File: src/rtl/ppu_reg_responder_pkg.sv
// Shared definitions for the PPU register responder: register indices, control/status bit positions, palette base.
package ppu_reg_responder_pkg;

    typedef enum logic [2:0] {
        REG_PPUCTRL   = 3'd0,
        REG_PPUMASK   = 3'd1,
        REG_PPUSTATUS = 3'd2,
        REG_OAMADDR   = 3'd3,
        REG_OAMDATA   = 3'd4,
        REG_PPUSCROLL = 3'd5,
        REG_PPUADDR   = 3'd6,
        REG_PPUDATA   = 3'd7
    } reg_idx_e;

    localparam int CTRL_INC32    = 2;
    localparam int CTRL_NMI_EN   = 7;
    localparam int STATUS_OVF    = 5;
    localparam int STATUS_SPR0   = 6;
    localparam int STATUS_VBLANK = 7;

    localparam logic [13:0] PALETTE_BASE = 14'h3F00;

    function automatic logic [7:0] status_byte(input logic vblank, input logic spr0,
                                               input logic ovf, input logic [4:0] low5);
        logic [7:0] s;
        s                = {3'b000, low5};
        s[STATUS_VBLANK] = vblank;
        s[STATUS_SPR0]   = spr0;
        s[STATUS_OVF]    = ovf;
        return s;
    endfunction

endpackage

File: src/rtl/ppu_reg_responder_if.sv
// CPU->PPU register bus: one access per cs rising edge, data_out registered on the PPU side.
interface ppu_reg_responder_if;
    logic       cs;
    logic       rw;
    logic [2:0] address;
    logic [7:0] data_in;
    logic [7:0] data_out;

    modport master (output cs, rw, address, data_in, input data_out);
    modport slave  (input cs, rw, address, data_in, output data_out);
endinterface

File: src/rtl/ppu_reg_responder_loopy_regs.sv
// Loopy scroll state (t, v, fine_x and the shared $2005/$2006 toggle w), updated on single-cycle strobes.
// v increments by 1 or 32 and wraps naturally at 15 bits.
module ppu_reg_responder_loopy_regs (
    input  logic        clk,
    input  logic        reset,
    input  logic        ctrl_wr,
    input  logic        scroll_wr,
    input  logic        addr_wr,
    input  logic        w_clr,
    input  logic        v_inc,
    input  logic        inc32,
    input  logic [7:0]  d,
    output logic [14:0] v,
    output logic [14:0] t,
    output logic [2:0]  fine_x
);

    logic w;

    always_ff @(posedge clk or posedge reset) begin
        if (reset) begin
            v      <= '0;
            t      <= '0;
            fine_x <= '0;
            w      <= 1'b0;
        end else begin
            if (ctrl_wr)
                t[11:10] <= d[1:0];
            if (scroll_wr) begin
                if (!w) begin
                    t[4:0] <= d[7:3];
                    fine_x <= d[2:0];
                end else begin
                    t[9:5]   <= d[7:3];
                    t[14:12] <= d[2:0];
                end
                w <= ~w;
            end
            if (addr_wr) begin
                if (!w) begin
                    t[13:8] <= d[5:0];
                    t[14]   <= 1'b0;
                end else begin
                    t[7:0] <= d;
                    // v takes the new low byte directly, not the stale t[7:0]
                    v      <= {t[14:8], d};
                end
                w <= ~w;
            end
            if (w_clr)
                w <= 1'b0;
            if (v_inc)
                v <= v + (inc32 ? 15'd32 : 15'd1);
        end
    end

endmodule

File: src/rtl/ppu_reg_responder.sv
// PPU-side responder for $2000-$2007: control/mask/status/OAMADDR, loopy scroll, $2007 read buffer, VRAM/OAM strobes, nmi.
// Open-bus latch is built only when PPU_OPEN_BUS_EN is defined; otherwise unused read bits return 0.
module ppu_reg_responder
    import ppu_reg_responder_pkg::*;
#(
    parameter int RD_LAT = 1
) (
    input  logic               clk,
    input  logic               reset,
    ppu_reg_responder_if.slave bus,
    input  logic               vblank_set,
    input  logic               frame_clr,
    input  logic               spr0_set,
    input  logic               ovf_set,
    output logic [7:0]         ctrl,
    output logic [7:0]         mask,
    output logic [14:0]        v_addr,
    output logic [14:0]        t_addr,
    output logic [2:0]         fine_x,
    output logic [13:0]        vram_addr,
    output logic               vram_we,
    output logic               vram_re,
    output logic [7:0]         vram_wr_data,
    input  logic [7:0]         vram_rd_data,
    output logic [7:0]         oam_addr,
    output logic               oam_we,
    input  logic [7:0]         oam_rd_data,
    output logic               nmi
);

    localparam logic [0:0] ST_IDLE    = 1'b0;
    localparam logic [0:0] ST_RD_WAIT = 1'b1;
    localparam logic [1:0] LAT_LAST   = 2'(RD_LAT);

    logic [0:0] state;
    logic [1:0] lat_cnt;
    logic       cs_q;
    logic       vblank, spr0, ovf;
    logic [7:0] rd_buf;
    logic [7:0] low8;
    reg_idx_e   idx;

    logic access, wr, rd;
    logic status_rd, data_rd_issue, data_wr, oam_data_wr;
    logic rd_done;
    logic       dout_ld;
    logic [7:0] dout_nxt;

    // Edges arriving while a $2007 read is in flight are dropped
    assign access        = bus.cs & ~cs_q & (state == ST_IDLE);
    assign idx           = reg_idx_e'(bus.address);
    assign wr            = access & ~bus.rw;
    assign rd            = access & bus.rw;
    assign status_rd     = rd & (idx == REG_PPUSTATUS);
    assign data_rd_issue = rd & (idx == REG_PPUDATA);
    assign data_wr       = wr & (idx == REG_PPUDATA);
    assign oam_data_wr   = wr & (idx == REG_OAMDATA);
    assign rd_done       = (state == ST_RD_WAIT) && (lat_cnt == LAT_LAST);

`ifdef PPU_OPEN_BUS_EN
    logic [7:0] io_latch;
    assign low8 = io_latch;

    always_ff @(posedge clk or posedge reset) begin
        if (reset)
            io_latch <= 8'h00;
        else if (wr)
            io_latch <= bus.data_in;
        else if (dout_ld)
            io_latch <= dout_nxt;
    end
`else
    assign low8 = 8'h00;
`endif

    always_comb begin
        dout_ld  = 1'b0;
        dout_nxt = bus.data_out;
        if (rd_done) begin
            dout_ld  = 1'b1;
            dout_nxt = (vram_addr >= PALETTE_BASE) ? vram_rd_data : rd_buf;
        end else if (rd) begin
            dout_ld = 1'b1;
            case (idx)
                REG_PPUSTATUS: dout_nxt = status_byte(vblank, spr0, ovf, low8[4:0]);
                REG_OAMDATA:   dout_nxt = oam_rd_data;
                REG_PPUDATA:   dout_ld  = 1'b0;
                default:       dout_nxt = low8;
            endcase
        end
    end

    always_ff @(posedge clk or posedge reset) begin
        if (reset) begin
            cs_q         <= 1'b0;
            state        <= ST_IDLE;
            lat_cnt      <= '0;
            rd_buf       <= 8'h00;
            bus.data_out <= 8'h00;
        end else begin
            cs_q <= bus.cs;
            if (dout_ld)
                bus.data_out <= dout_nxt;
            case (state)
                ST_IDLE: begin
                    if (data_rd_issue) begin
                        state   <= ST_RD_WAIT;
                        lat_cnt <= '0;
                    end
                end
                default: begin
                    if (rd_done) begin
                        state  <= ST_IDLE;
                        rd_buf <= vram_rd_data;
                    end else begin
                        lat_cnt <= lat_cnt + 2'd1;
                    end
                end
            endcase
        end
    end

    always_ff @(posedge clk or posedge reset) begin
        if (reset) begin
            ctrl     <= 8'h00;
            mask     <= 8'h00;
            oam_addr <= 8'h00;
        end else begin
            if (wr && idx == REG_PPUCTRL)
                ctrl <= bus.data_in;
            if (wr && idx == REG_PPUMASK)
                mask <= bus.data_in;
            // The increment waits for the strobe cycle so oam_we pairs with the original address
            if (wr && idx == REG_OAMADDR)
                oam_addr <= bus.data_in;
            else if (oam_we)
                oam_addr <= oam_addr + 8'd1;
        end
    end

    always_ff @(posedge clk or posedge reset) begin
        if (reset) begin
            vblank <= 1'b0;
            spr0   <= 1'b0;
            ovf    <= 1'b0;
            nmi    <= 1'b0;
        end else begin
            // A status read racing vblank_set wins, suppressing this frame's nmi
            if (frame_clr || status_rd)
                vblank <= 1'b0;
            else if (vblank_set)
                vblank <= 1'b1;
            if (frame_clr) begin
                spr0 <= 1'b0;
                ovf  <= 1'b0;
            end else begin
                if (spr0_set)
                    spr0 <= 1'b1;
                if (ovf_set)
                    ovf <= 1'b1;
            end
            nmi <= ctrl[CTRL_NMI_EN] & vblank;
        end
    end

    always_ff @(posedge clk or posedge reset) begin
        if (reset) begin
            vram_we      <= 1'b0;
            vram_re      <= 1'b0;
            oam_we       <= 1'b0;
            vram_addr    <= '0;
            vram_wr_data <= 8'h00;
        end else begin
            vram_we <= data_wr;
            vram_re <= data_rd_issue;
            oam_we  <= oam_data_wr;
            if (data_wr || data_rd_issue)
                vram_addr <= v_addr[13:0];
            if (data_wr || oam_data_wr)
                vram_wr_data <= bus.data_in;
        end
    end

    ppu_reg_responder_loopy_regs u_loopy (
        .clk       (clk),
        .reset     (reset),
        .ctrl_wr   (wr && idx == REG_PPUCTRL),
        .scroll_wr (wr && idx == REG_PPUSCROLL),
        .addr_wr   (wr && idx == REG_PPUADDR),
        .w_clr     (status_rd),
        .v_inc     (data_wr || data_rd_issue),
        .inc32     (ctrl[CTRL_INC32]),
        .d         (bus.data_in),
        .v         (v_addr),
        .t         (t_addr),
        .fine_x    (fine_x)
    );

endmodule

File: src/flat_wrapper.sv
// flat-port wrapper written by rule: the top's interface ports become plain ports
module ppu_reg_responder_flat import ppu_reg_responder_pkg::*;
#(
    parameter int RD_LAT = 1
)
  (clk, reset, vblank_set, frame_clr, spr0_set, ovf_set, ctrl, mask, v_addr, t_addr, fine_x, vram_addr, vram_we, vram_re, vram_wr_data, vram_rd_data, oam_addr, oam_we, oam_rd_data, nmi, bus_cs, bus_rw, bus_address, bus_data_in, bus_data_out);
  ppu_reg_responder_if bus_i ();
  input  logic clk;
  input  logic reset;
  input  logic vblank_set;
  input  logic frame_clr;
  input  logic spr0_set;
  input  logic ovf_set;
  output logic [7:0] ctrl;
  output logic [7:0] mask;
  output logic [14:0] v_addr;
  output logic [14:0] t_addr;
  output logic [2:0] fine_x;
  output logic [13:0] vram_addr;
  output logic vram_we;
  output logic vram_re;
  output logic [7:0] vram_wr_data;
  input  logic [7:0] vram_rd_data;
  output logic [7:0] oam_addr;
  output logic oam_we;
  input  logic [7:0] oam_rd_data;
  output logic nmi;
  input wire logic [$bits(bus_i.cs)-1:0] bus_cs;
  input wire logic [$bits(bus_i.rw)-1:0] bus_rw;
  input wire logic [$bits(bus_i.address)-1:0] bus_address;
  input wire logic [$bits(bus_i.data_in)-1:0] bus_data_in;
  output wire logic [$bits(bus_i.data_out)-1:0] bus_data_out;
  assign bus_i.cs = bus_cs;
  assign bus_i.rw = bus_rw;
  assign bus_i.address = bus_address;
  assign bus_i.data_in = bus_data_in;
  assign bus_data_out = bus_i.data_out;
  ppu_reg_responder #(.RD_LAT(RD_LAT)) u_core (.clk(clk), .reset(reset), .bus(bus_i), .vblank_set(vblank_set), .frame_clr(frame_clr), .spr0_set(spr0_set), .ovf_set(ovf_set), .ctrl(ctrl), .mask(mask), .v_addr(v_addr), .t_addr(t_addr), .fine_x(fine_x), .vram_addr(vram_addr), .vram_we(vram_we), .vram_re(vram_re), .vram_wr_data(vram_wr_data), .vram_rd_data(vram_rd_data), .oam_addr(oam_addr), .oam_we(oam_we), .oam_rd_data(oam_rd_data), .nmi(nmi));
endmodule
File: config.mk
export PLATFORM = sky130hd
export DESIGN_NAME = ppu_reg_responder_flat
export DESIGN_NICKNAME = d
export VERILOG_FILES = /design/src/rtl/ppu_reg_responder_pkg.sv /design/src/rtl/ppu_reg_responder_if.sv /design/src/rtl/ppu_reg_responder_loopy_regs.sv /design/src/rtl/ppu_reg_responder.sv /design/src/flat_wrapper.sv
export SDC_FILE = /design/constraint.sdc
export NUM_CORES = 1
export LEC_CHECK = 0
export ABC_AREA = 1
export BUFFER_PORTS_ARGS = -buffer_cell sky130_fd_sc_hd__buf_2
export CORE_UTILIZATION = 45
export CTS_BUF_LIST = sky130_fd_sc_hd__clkbuf_8
export CTS_CLUSTER_DIAMETER = 50
export DETAILED_ROUTE_END_ITERATION = 16
export PLACE_DENSITY = 0.72
export SYNTH_ARGS = -nofsm -noshare
export SYNTH_HDL_FRONTEND = slang
export SYNTH_SLANG_ARGS = --single-unit
File: constraint.sdc
create_clock -name clk -period 3.5 [get_ports clk]
set_input_delay 0.7 -clock clk [delete_from_list [all_inputs] [get_ports clk]]
set_output_delay 0.7 -clock clk [all_outputs]
set_load 0.01 [all_outputs]
==> flow_summary.json <==
{
  "outcome": "finished clean",
  "die-area_um2": 12100,
  "arrival_ns": 2.54,
  "ir_worst_vdd_mv": 0.329,
  "critPathKind": "input port to flip-flop",
  "cts_hold_buffers": 0,
  "worstPathCellList": "buf_2, nand3_4, nor2_4, inv_2, nor2_1, nand2_1, nand3_1, nand2_1, nand2_1",
  "clkLatencyLatePin_ns": 0.37,
  "fin_util_pct": 54.1,
  "grt_pass1_vias": 4588,
  "worst_clock_skew_ns": 0.00953,
  "route.antenna.remaining_nets": 0,
  "die_height_um": 110,
  "yosys_register_bits": 107,
  "cts_inserted_buffers": 9,
  "post-dp-hpwl_mm": 10.1,
  "postCtsSetupRepairBufs": 0,
  "route.vias.total": 4771,
  "detailedRoute.firstPassIterationCount": 5,
  "crit_path_start_kind": "input port",
  "finalHoldWorstSlack_ns": 0.459,
  "slowest_delay_ns": 0.49,
  "final.min_clock_period_ns": 2.23,
  "critical_path_peak_fanout": 43,
  "core_region_area_um2": 11400,
  "synth_area_um2": 5240,
  "grt_antenna_before_repair": 0,
  "totalNegativeSetupSlack_ns": 0,
  "cell_repeated_most_along_the_worst_path": "sky130_fd_sc_hd__nand2_1",
  "worstRegToRegCells": 9,
  "max_slew.worst_pin.slew_ns": 0.937,
  "finalSetupViolCount": 0,
  "total_leakage_power_nw": 3.29,
  "relSlewSlack_pct": 37.4,
  "netlist.area_leader.share_pct": 51.1,
  "number_of_cells_produced_by_synthesis": 655,
  "final-hold-violation-count": 0,
  "avgRoutedWirePerCell_um": 15.0,
  "post_dp_cell_area_um2": 5940,
  "number_of_vias_per_cell": 5.18,
  "mostFrequentLayoutCells": "182 x sky130_fd_sc_hd__nand2_1, 125 x sky130_fd_sc_hd__buf_2, 107 x sky130_fd_sc_hd__dfrtp_1",
  "number_of_nets_produced_by_synthesis": 695,
  "worstSetupPathDepth": 9,
  "htree_num_levels": 3,
  "route.final.wire_length_mm": 13.8,
  "yosysWarnings": 0,
  "fillers": 1143,
  "area_overhead_vs_synth_pct": 17.3,
  "initial_core_util_pct": 46.1,
  "slew_violations": 0,
  "worst-path-buf-inv": 2,
  "endpoint_kind_of_the_worst_setup_timing_path": "flip-flop",
  "stdcell_area_um2": 6150,
  "syn_area_per_cell_um2": 8.00,
  "grt_start_max_net_pins": 48,
  "crit_path_top_delay_cell": "sky130_fd_sc_hd__nor2_4",
  "cts_sinks": 107,
  "power.density_cell_area_nw_per_um2": 719,
  "power_mw": 4.42,
  "timing.hold.worst.class": "input port to flip-flop",
  "floorplan.rows": 39,
  "synth_top_cells_by_area": "sky130_fd_sc_hd__dfrtp_1 51%, sky130_fd_sc_hd__nand2_1 13%, sky130_fd_sc_hd__nand3_1 7.2%",
  "io_buffer_count": 125,
  "netlist-cell-type-count": 33,
  "rsz0062_at_grt": "false",
  "die_w_um": 110,
  "seq_area_frac_synth_pct": 51.1,
  "hold-path-cell-count": 1,
  "yosys.area.top_type": "sky130_fd_sc_hd__dfrtp_1",
  "timing.max_cap.violations": 0,
  "ratio_of_cells_with_drive_above_1_in_the_final_layout_pct": 21.6,
  "cp.required_ns": 3.82,
  "timing.critical_path.max_delay_family": "simple AND/OR/NAND/NOR gates",
  "grt_usage_pct": 24.3,
  "cts_root_buf": "sky130_fd_sc_hd__clkbuf_8",
  "cts-root-to-sink-buffers": 2,
  "nets": 813,
  "routabilityCongestion": 0.861,
  "dr.first_iter.drc_count": 269,
  "wire_length_of_the_first_global_routing_pass_mm": 22.4,
  "antennaDiodeCount": 0,
  "fmax_ghz": 0.449,
  "cts_tree": "done",
  "final.period_utilization_pct": 63.6,
  "detail_route.drc_violations": 0,
  "cts-resized-gates": 0,
  "grt-ovfl-total": 0,
  "layout_commonest_cell": "sky130_fd_sc_hd__nand2_1",
  "io-pin-count": 126,
  "cts.clk_slew.worst_paths_ns": 0.10
}
## area by class of cell
class                   instances  area, um^2  area share, %
clock inverters                 6        63.8           1.04
repair buffers                127         653           10.6
flip-flops and latches        107        2680           43.6
multi-input cells             461        2180           35.5
inverters                      67         255           4.15
well taps                     143         179           2.91
clock buffers                  10         138           2.24
## stage by stage
step                      cells  setup slack, ns
final                       921             1.27
after global routing        921             1.07
after CTS                   921             1.31
after detailed placement    905            0.908
after global placement      905            0.993
after floorplan             655             1.51
## sequential cells by signal, summed over array words and instances (netlist names), 2 cells and up
name / flops
u_core.rd_buf: 8
u_core.vram_addr: 14
u_core.u_loopy.fine_x: 3
u_core.bus.data_out: 8
u_core.u_loopy.t: 15
u_core.vram_wr_data: 8
u_core.lat_cnt: 2
u_core.mask: 8
u_core.ctrl: 8
u_core.u_loopy.v: 15
u_core.oam_addr: 8
## cell usage after synthesis, drive strengths merged
library cell  instances
nand2               188
dfrtp               107
nor2                 87
nand3                76
inv                  66
a21oi                41
o21ai                30
buf                  18
nand4                 7
o211ai                6
ha                    5
xor2                  5
nor3                  4
o21bai                4
xnor2                 3
clkbuf                2
nand3b                2
clkinv                1
mux2i                 1
o22ai                 1
or2                   1
## routing by layer
| metal | GRT usage (%) | wire, um | vias up |
|---|---|---|---|
| met2 | 39.3 | 6360 | 166 |
| met4 | 8.19 | 272 | 0 |
| li1 | - | - | 2330 |
| met3 | 4.51 | 865 | 20 |
| met5 | 0 | 0 | - |
| met1 | 32.9 | 6290 | 2255 |
## path summary, 6_finish.rpt
path | start | slack [ns] | endpoint
setup / recovery | bus_address[2] | 1.27 | u_core.u_loopy.v[12]
hold / removal | bus_cs | 0.46 | u_core.cs_q
setup reg to reg | u_core.state | 1.32 | u_core.u_loopy.v[12]
hold reg to reg | u_core.vram_addr[4] | 0.47 | u_core.vram_addr[4]
max in group asynchronous | reset | 2.18 | u_core.mask[3]
min in group asynchronous | reset | 0.52 | u_core.u_loopy.v[7]
## worst register-to-register path, stage by stage (launching register included)
cell and delay [ns]:
sky130_fd_sc_hd__dfrtp_1 0.42, sky130_fd_sc_hd__nor2_2 0.13, sky130_fd_sc_hd__nand2_2 0.11, sky130_fd_sc_hd__nor2_4 0.45, sky130_fd_sc_hd__inv_2 0.45, sky130_fd_sc_hd__nor2_1 0.30
sky130_fd_sc_hd__nand2_1 0.07, sky130_fd_sc_hd__nand3_1 0.09, sky130_fd_sc_hd__nand2_1 0.06, sky130_fd_sc_hd__nand2_1 0.05
## cells by family (layout without fill, tap and decap cells)
| family | Yosys count | count (layout) | synth area share (%) |
|---|---|---|---|
| compound gates | 82 | 82 | 8.77 |
| buf+inv | 87 | 210 | 7.28 |
| flops | 107 | 107 | 51.1 |
| fa+ha+maj | 5 | 5 | 1.19 |
| xor+xnor | 8 | 8 | 1.34 |
| simple gates | 365 | 365 | 30.1 |
| mux | 1 | 1 | 0.191 |
## power by group
part | total [mW] | leakage, nW | internal, mW | switching, mW
sequential | 2.07 | 1.31 | 1.68 | 0.389
combinational | 1.56 | 1.88 | 0.640 | 0.920
clock | 0.788 | 0.0987 | 0.351 | 0.437
total | 4.42 | 3.29 | 2.68 | 1.75
Power figures use the tool's default switching activity.
